File: src/rtl/shape_processor_bank_pkg.sv
// Shared types, field positions and legality rules for the shape processor register bank.
package shape_processor_bank_pkg;

  localparam int unsigned DATA_W     = 32;
  localparam int unsigned FIELD_W    = 3;
  localparam int unsigned SHAPE_LSB  = 0;
  localparam int unsigned OP_LSB     = 4;
  localparam int unsigned CNT_W      = 16;
  localparam int unsigned STICKY_LSB = 16;

  typedef enum logic [FIELD_W-1:0] {
    SHAPE_CIRCLE    = 3'd0,
    SHAPE_RECTANGLE = 3'd1,
    SHAPE_TRIANGLE  = 3'd2,
    SHAPE_KEEP      = 3'd7
  } shape_e;

  typedef enum logic [FIELD_W-1:0] {
    OP_PERIMETER      = 3'd0,
    OP_AREA           = 3'd1,
    OP_IS_SQUARE      = 3'd2,
    OP_IS_EQUILATERAL = 3'd3,
    OP_IS_ISOSCELES   = 3'd4,
    OP_KEEP           = 3'd7
  } operation_e;

  typedef struct packed {
    logic [FIELD_W-1:0] operation;
    logic [FIELD_W-1:0] shape;
  } ctrl_t;

  function automatic logic is_legal_shape(input logic [FIELD_W-1:0] s);
    return (s == SHAPE_CIRCLE) || (s == SHAPE_RECTANGLE) ||
           (s == SHAPE_TRIANGLE) || (s == SHAPE_KEEP);
  endfunction

  function automatic logic is_legal_operation(input logic [FIELD_W-1:0] o);
    return (o <= OP_IS_ISOSCELES) || (o == OP_KEEP);
  endfunction

  // Operates on a resolved pair, so KEEP codes never reach here.
  function automatic logic is_legal_combination(input logic [FIELD_W-1:0] s,
                                                input logic [FIELD_W-1:0] o);
    logic ok;
    case (o)
      OP_PERIMETER, OP_AREA:              ok = 1'b1;
      OP_IS_SQUARE:                       ok = (s == SHAPE_RECTANGLE);
      OP_IS_EQUILATERAL, OP_IS_ISOSCELES: ok = (s == SHAPE_TRIANGLE);
      default:                            ok = 1'b0;
    endcase
    return ok;
  endfunction

endpackage

File: src/rtl/shape_processor_bank_channel.sv
// One channel's ctrl register with KEEP resolution and accept decision.
// Optional shadow/active split under SHAPE_PROCESSOR_BANK_SHADOW_EN.
module shape_processor_bank_channel
  import shape_processor_bank_pkg::*;
(
  input  logic               clk,
  input  logic               rst_n,
  input  logic               wr_sel,
  input  logic [FIELD_W-1:0] wr_shape,
  input  logic [FIELD_W-1:0] wr_operation,
`ifdef SHAPE_PROCESSOR_BANK_SHADOW_EN
  input  logic               commit,
`endif
  output ctrl_t              active,
  output ctrl_t              rd_value,
  output logic               wr_reject_c
);

  localparam ctrl_t CTRL_RESET = '{operation: OP_PERIMETER, shape: SHAPE_CIRCLE};

  ctrl_t cur_q;
  ctrl_t res_c;
  logic  legal_c;
  logic  accept_c;

  // KEEP resolves against the register that writes land in.
  always_comb begin
    res_c.shape     = (wr_shape == SHAPE_KEEP) ? cur_q.shape : wr_shape;
    res_c.operation = (wr_operation == OP_KEEP) ? cur_q.operation : wr_operation;
    legal_c         = is_legal_shape(wr_shape) && is_legal_operation(wr_operation) &&
                      is_legal_combination(res_c.shape, res_c.operation);
    accept_c        = wr_sel && legal_c;
    wr_reject_c     = wr_sel && !legal_c;
  end

  always_ff @(posedge clk or negedge rst_n) begin
    if (!rst_n)        cur_q <= CTRL_RESET;
    else if (accept_c) cur_q <= res_c;
  end

`ifdef SHAPE_PROCESSOR_BANK_SHADOW_EN
  ctrl_t active_q;

  // Commit copies the pre-write shadow; a same-cycle write lands in the shadow.
  always_ff @(posedge clk or negedge rst_n) begin
    if (!rst_n)      active_q <= CTRL_RESET;
    else if (commit) active_q <= cur_q;
  end

  assign active = active_q;
`else
  assign active = cur_q;
`endif

  assign rd_value = cur_q;

endmodule

File: src/rtl/shape_processor_bank.sv
// NUM_CH-channel shape/operation ctrl register bank with clear-on-read reject status.
// Optional shadow registers with commit port under SHAPE_PROCESSOR_BANK_SHADOW_EN.
module shape_processor_bank
  import shape_processor_bank_pkg::*;
#(
  parameter int unsigned NUM_CH = 4,
  parameter int unsigned AW     = $clog2(NUM_CH + 1)
) (
  input  logic                  clk,
  input  logic                  rst_n,
  input  logic                  write,
  input  logic [AW-1:0]         write_addr,
  input  logic [DATA_W-1:0]     write_data,
  input  logic                  read,
  input  logic [AW-1:0]         read_addr,
  output logic [DATA_W-1:0]     read_data,
  output logic                  error,
  output logic [3*NUM_CH-1:0]   ctrl_shape,
  output logic [3*NUM_CH-1:0]   ctrl_operation
`ifdef SHAPE_PROCESSOR_BANK_SHADOW_EN
  ,
  input  logic                  commit
`endif
);

  ctrl_t             ch_active [NUM_CH];
  ctrl_t             ch_rd     [NUM_CH];
  logic [NUM_CH-1:0] ch_sel_c;
  logic [NUM_CH-1:0] ch_reject_c;
  logic              wr_is_ch_c;
  logic              wr_reject_c;
  logic              status_rd_c;
  logic [CNT_W-1:0]  cnt_q, cnt_base_c, cnt_nxt_c;
  logic [NUM_CH-1:0] sticky_q, sticky_base_c, sticky_nxt_c;
  logic [DATA_W-1:0] status_word_c;
  logic [DATA_W-1:0] rd_nxt_c;
  logic              unused_data_bits;

  assign unused_data_bits = ^{write_data[DATA_W-1:OP_LSB+FIELD_W], write_data[OP_LSB-1:FIELD_W]};

  assign wr_is_ch_c = (write_addr < AW'(NUM_CH));

  for (genvar i = 0; i < NUM_CH; i++) begin : g_ch
    assign ch_sel_c[i] = write && wr_is_ch_c && (write_addr == AW'(i));

    shape_processor_bank_channel u_ch (
      .clk          (clk),
      .rst_n        (rst_n),
      .wr_sel       (ch_sel_c[i]),
      .wr_shape     (write_data[SHAPE_LSB +: FIELD_W]),
      .wr_operation (write_data[OP_LSB +: FIELD_W]),
`ifdef SHAPE_PROCESSOR_BANK_SHADOW_EN
      .commit       (commit),
`endif
      .active       (ch_active[i]),
      .rd_value     (ch_rd[i]),
      .wr_reject_c  (ch_reject_c[i])
    );

    assign ctrl_shape[3*i +: 3]     = ch_active[i].shape;
    assign ctrl_operation[3*i +: 3] = ch_active[i].operation;
  end

  assign wr_reject_c = write && (!wr_is_ch_c || (|ch_reject_c));
  assign status_rd_c = read && (read_addr == AW'(NUM_CH));

  // A reject in the same cycle as a status read lands on the cleared value.
  always_comb begin
    cnt_base_c    = status_rd_c ? '0 : cnt_q;
    sticky_base_c = status_rd_c ? '0 : sticky_q;
    cnt_nxt_c     = cnt_base_c;
    sticky_nxt_c  = sticky_base_c;
    if (wr_reject_c) begin
      cnt_nxt_c    = (cnt_base_c == '1) ? cnt_base_c : cnt_base_c + CNT_W'(1);
      sticky_nxt_c = sticky_base_c | ch_reject_c;
    end
  end

  always_comb begin
    status_word_c                          = '0;
    status_word_c[CNT_W-1:0]               = cnt_q;
    status_word_c[STICKY_LSB +: NUM_CH]    = sticky_q;
  end

  // Read mux; out-of-range reads return zero, no read holds.
  always_comb begin
    rd_nxt_c = read_data;
    if (read) begin
      rd_nxt_c = '0;
      if (status_rd_c) rd_nxt_c = status_word_c;
      for (int unsigned i = 0; i < NUM_CH; i++) begin
        if (read_addr == AW'(i))
          rd_nxt_c = {25'b0, ch_rd[i].operation, 1'b0, ch_rd[i].shape};
      end
    end
  end

  always_ff @(posedge clk or negedge rst_n) begin
    if (!rst_n) begin
      read_data <= '0;
      error     <= 1'b0;
      cnt_q     <= '0;
      sticky_q  <= '0;
    end else begin
      read_data <= rd_nxt_c;
      error     <= wr_reject_c;
      cnt_q     <= cnt_nxt_c;
      sticky_q  <= sticky_nxt_c;
    end
  end

endmodule

File: config.mk
export PLATFORM = sky130hd
export DESIGN_NAME = shape_processor_bank
export DESIGN_NICKNAME = d
export VERILOG_FILES = /design/src/rtl/shape_processor_bank_pkg.sv /design/src/rtl/shape_processor_bank_channel.sv /design/src/rtl/shape_processor_bank.sv
export SDC_FILE = /design/constraint.sdc
export NUM_CORES = 1
export LEC_CHECK = 0
export ABC_CLOCK_PERIOD_IN_PS = 3200
export CORE_MARGIN = 2
export CORE_UTILIZATION = 49
export CTS_CLUSTER_SIZE = 10
export DETAILED_ROUTE_END_ITERATION = 16
export PLACE_DENSITY = 0.81
export SYNTH_ARGS = -nofsm -noshare
export SYNTH_HDL_FRONTEND = slang
export SYNTH_SLANG_ARGS = --single-unit
File: constraint.sdc
create_clock -name clk -period 3.2 [get_ports clk]
set_clock_uncertainty 0.2 [all_clocks]
set_input_delay 0.48 -clock clk [delete_from_list [all_inputs] [get_ports clk]]
set_output_delay 0.48 -clock clk [all_outputs]
set_load 0.03 [all_outputs]
==> impl_results.md, run 1 <==
* Util after Layout at 0.684
* CP delay by family, top: compound AO/OA/AOI/OAI gates
* CP Capture Type: register
* Post-synth EDFFs at 0
* DR iter-0 viols at 240
* Die H at about 91 um
* Final setup viols at 0
* Gr usage total at 0.242
* CP arrival at approximately 3100 ps
* Avg Vias per Cell at 5.71
* Clk root buf: clkbuf_8
* Minimum clock period at roughly 3100 ps
* Most frequently used flop master after synthesis: dfrtp_1
* Leakage power at 2.23 nW
* Port Buffers at 60
* Die ar. at between 8000 and 9000 sq um
* Area grow syn2layout at 34.7%
* Via count of the first global-routing pass at 3406
* Worst VDD drop at approximately 0.33 mV
* Worst Hold Slack at -15.4 ps
* Drt drc at 0
* Design Power at around 2.6 mW
* Buffers and inverters on the worst path at 3
* 1st-pass router iterations at 6
* Fin. Hold Viols at 27
* Dpl cells at 600
* Initial antenna violation count at 0
* Reg-to-reg slack, setup at about 330 ps
* Die X at between 90 and 100 um
* WS Path Type: input pin to register
* Crit path max fanout at 8
* Routed WL per cell at approximately 16 um
* Yosys cell types at 59
* Crit-path cells: clkdlybuf4s50_1 > inv_1 > o31a_1 > or4_4 > a311o_1 > a41o_1 > or2_4 > buf_4 > a41oi_2 > a311oi_2
* F_max at 320 MHz
* Most common cell after layout, fill and taps aside: dfrtp_1
* Slowest stage delay, CP at roughly 510 ps
* Routed Antenna Nets at 0
* Post-synth top area cell: dfrtp_1
* Syn_area_per_cell at 8.81 sq um
* Gr ovfl total at 0
* Yosys top cell area share at 0.442
* Final instance count without filler cells at 617
* Sequential share of the synthesized area at 0.442
* CTS tree: done
* Layout cell share with drive strength beyond 1 at 0.183
* Final worst-path cycle share at 0.976
* Initial core utilization at 0.508
* Gpl congestion at around 0.87
* Std cell rows at 31
* Fillcell total at 592
* Max Cap Viol at 0
* Failing checks: negative hold slack
* Hold buffer count at CTS at 0
* CTS clk-pin slew, worst paths at 70 ps
* Top cells by area, synth: dfrtp_1 (44%), nand2_1 (5.5%), o21ai_0 (3.9%)
* WP data required at approximately 3200 ps
* Outcome: finished with violations
* Slew Viols, Final at 0
* CP Launch Type: input pin
* Actual slew at the worst max-slew pin at about 730 ps
* I/O pins at 99
* Clock sinks at 65
* Post-synth ARST share at 1.00
* HP Class: input pin to async pin
* Maximum clock insertion buffer count at 2
* Worst-Skew Late Latency at ~350 ps
* Commonest cells after routing, fill and taps aside: dfrtp_1 (65), clkdlybuf4s50_1 (56), nand2_1 (54)
* Unrepaired setup endpoints after global routing: yes
* H-Tree Depth at 3
* Layout Nets at between 500 and 600
* Antenna Cells at 0
* Synth Instances at between 400 and 500
* Area of the core at roughly 7300 sq um
* Yosys warns at 0
* Relative slew slack at 0.515
* First-pass GRT wire length at around 16000 um
* DR vias at 3525
* DP HPWL at 6980 um
* TritonCTS buffer count at 9
* P per Cell Area at slightly above 500 nW/um^2
* Routed WL at about 9700 um
* Syn Std Cell Area at between 3000 and 4000 sq um
* Crit-path slowest cell: or4_4
* Pin count of the biggest net entering global routing at 35
* Seq cells post-synth at between 60 and 70
[sequential cells by signal, indices dropped and copies added, names as in the netlist]
| register | count |
|---|---|
| g_ch.u_ch.active | 24 |
| read_data | 20 |
| cnt_q | 16 |
| sticky_q | 4 |
| error | 1 |
[timing repair]
item	CTS	global route
buffers inserted	0	1
resized for setup	1	16
pin swaps	1	6
setup endpoints to repair	2	12
[Yosys cell counts, drive strengths merged (6+ instances only)]
master  count
dfrtp      65
nand2      54
nor2       38
o21ai      29
inv        24
a21oi      19
buf        19
clkbuf     17
mux2       11
mux2i      11
nand3      11
a211oi      8
nand2b      8
o22a        7
o22ai       7
and2        6
nand3b      6
nand4       6
[path summary, 6_finish.rpt]
| kind | depth (start not counted) | startpoint | endpoint |
|---|---|---|---|
| worst max-delay path | 10 | write_data[6] | cnt_q[14] |
| worst min-delay path | 1 | rst_n | read_data[18] |
| worst max register to register | 8 | g_ch[3].u_ch.active[3] | cnt_q[14] |
| worst min register to register | 2 | sticky_q[1] | sticky_q[1] |
| max in group asynchronous | 2 | rst_n | g_ch[0].u_ch.active[0] |
| min in group clk | 2 | sticky_q[1] | sticky_q[1] |
[metrics by stage]
step | instance area [sq um] | hold slack [ps] | setup WS (ps) | setup TNS [ps]
floorplan | 3720 | -15.6 | 107 | 0
global placement | 4640 | 261 | -340 | -4090
detailed placement | 4640 | 263 | -395 | -4920
CTS | 4890 | 3.12 | 17.4 | 0
global route | 4960 | 47.9 | -10.7 | -26.8
finish | 4960 | -15.4 | 77.8 | 0
[area by class of cell]
type / instances / area, sq um / area share
multi-input combinational: 304 / 1880 / 0.379
sequential: 65 / 1630 / 0.328
timing repair buffer: 109 / 991 / 0.200
clock inverter: 7 / 125 / 0.0252
clock buffer: 9 / 124 / 0.0250
tap: 99 / 124 / 0.0250
inverter: 24 / 90.1 / 0.0182
[routing by layer]
layer  GRT usage  up-vias  part of all wire
li1            -     1652                 -
met1       0.323     1702              0.42
met2       0.386      145              0.49
met3      0.0342       26             0.059
met4       0.115        0             0.025
met5           0        -                 0
[logic make-up (layout without fill, tap and decap cells)]
group	after synthesis	count (layout)	share of synthesized area
and+or+nand+nor	162	162	0.220
AOI/OAI and AO/OA	101	101	0.181
DFF	65	65	0.442
buffers and inverters	60	149	0.0748
muxes	22	22	0.0635
xor gates and xnor gates	6	6	0.0143
adders and majority gates	1	1	0.00340
other	1	12	0.00102
[power by group]
part	switching, mW	leakage, nW	internal, mW	total [mW]
clock network	0.354	0.125	0.527	0.881
registers	0.111	0.868	0.922	1.03
logic	0.369	1.24	0.289	0.658
total	0.834	2.23	1.74	2.57
Power figures use the tool's default switching activity.
==> run 2, diff against run 1 <==
--- a/config.mk
+++ b/config.mk
@@ -6,6 +6,7 @@
 export NUM_CORES = 1
 export LEC_CHECK = 0
 export ABC_CLOCK_PERIOD_IN_PS = 3200
+export CAP_MARGIN = 5
 export CORE_MARGIN = 2
 export CORE_UTILIZATION = 49
 export CTS_CLUSTER_SIZE = 10
==> results of run 2 <==
No change in the layout: final DEF, timing and power equal those of run 1.
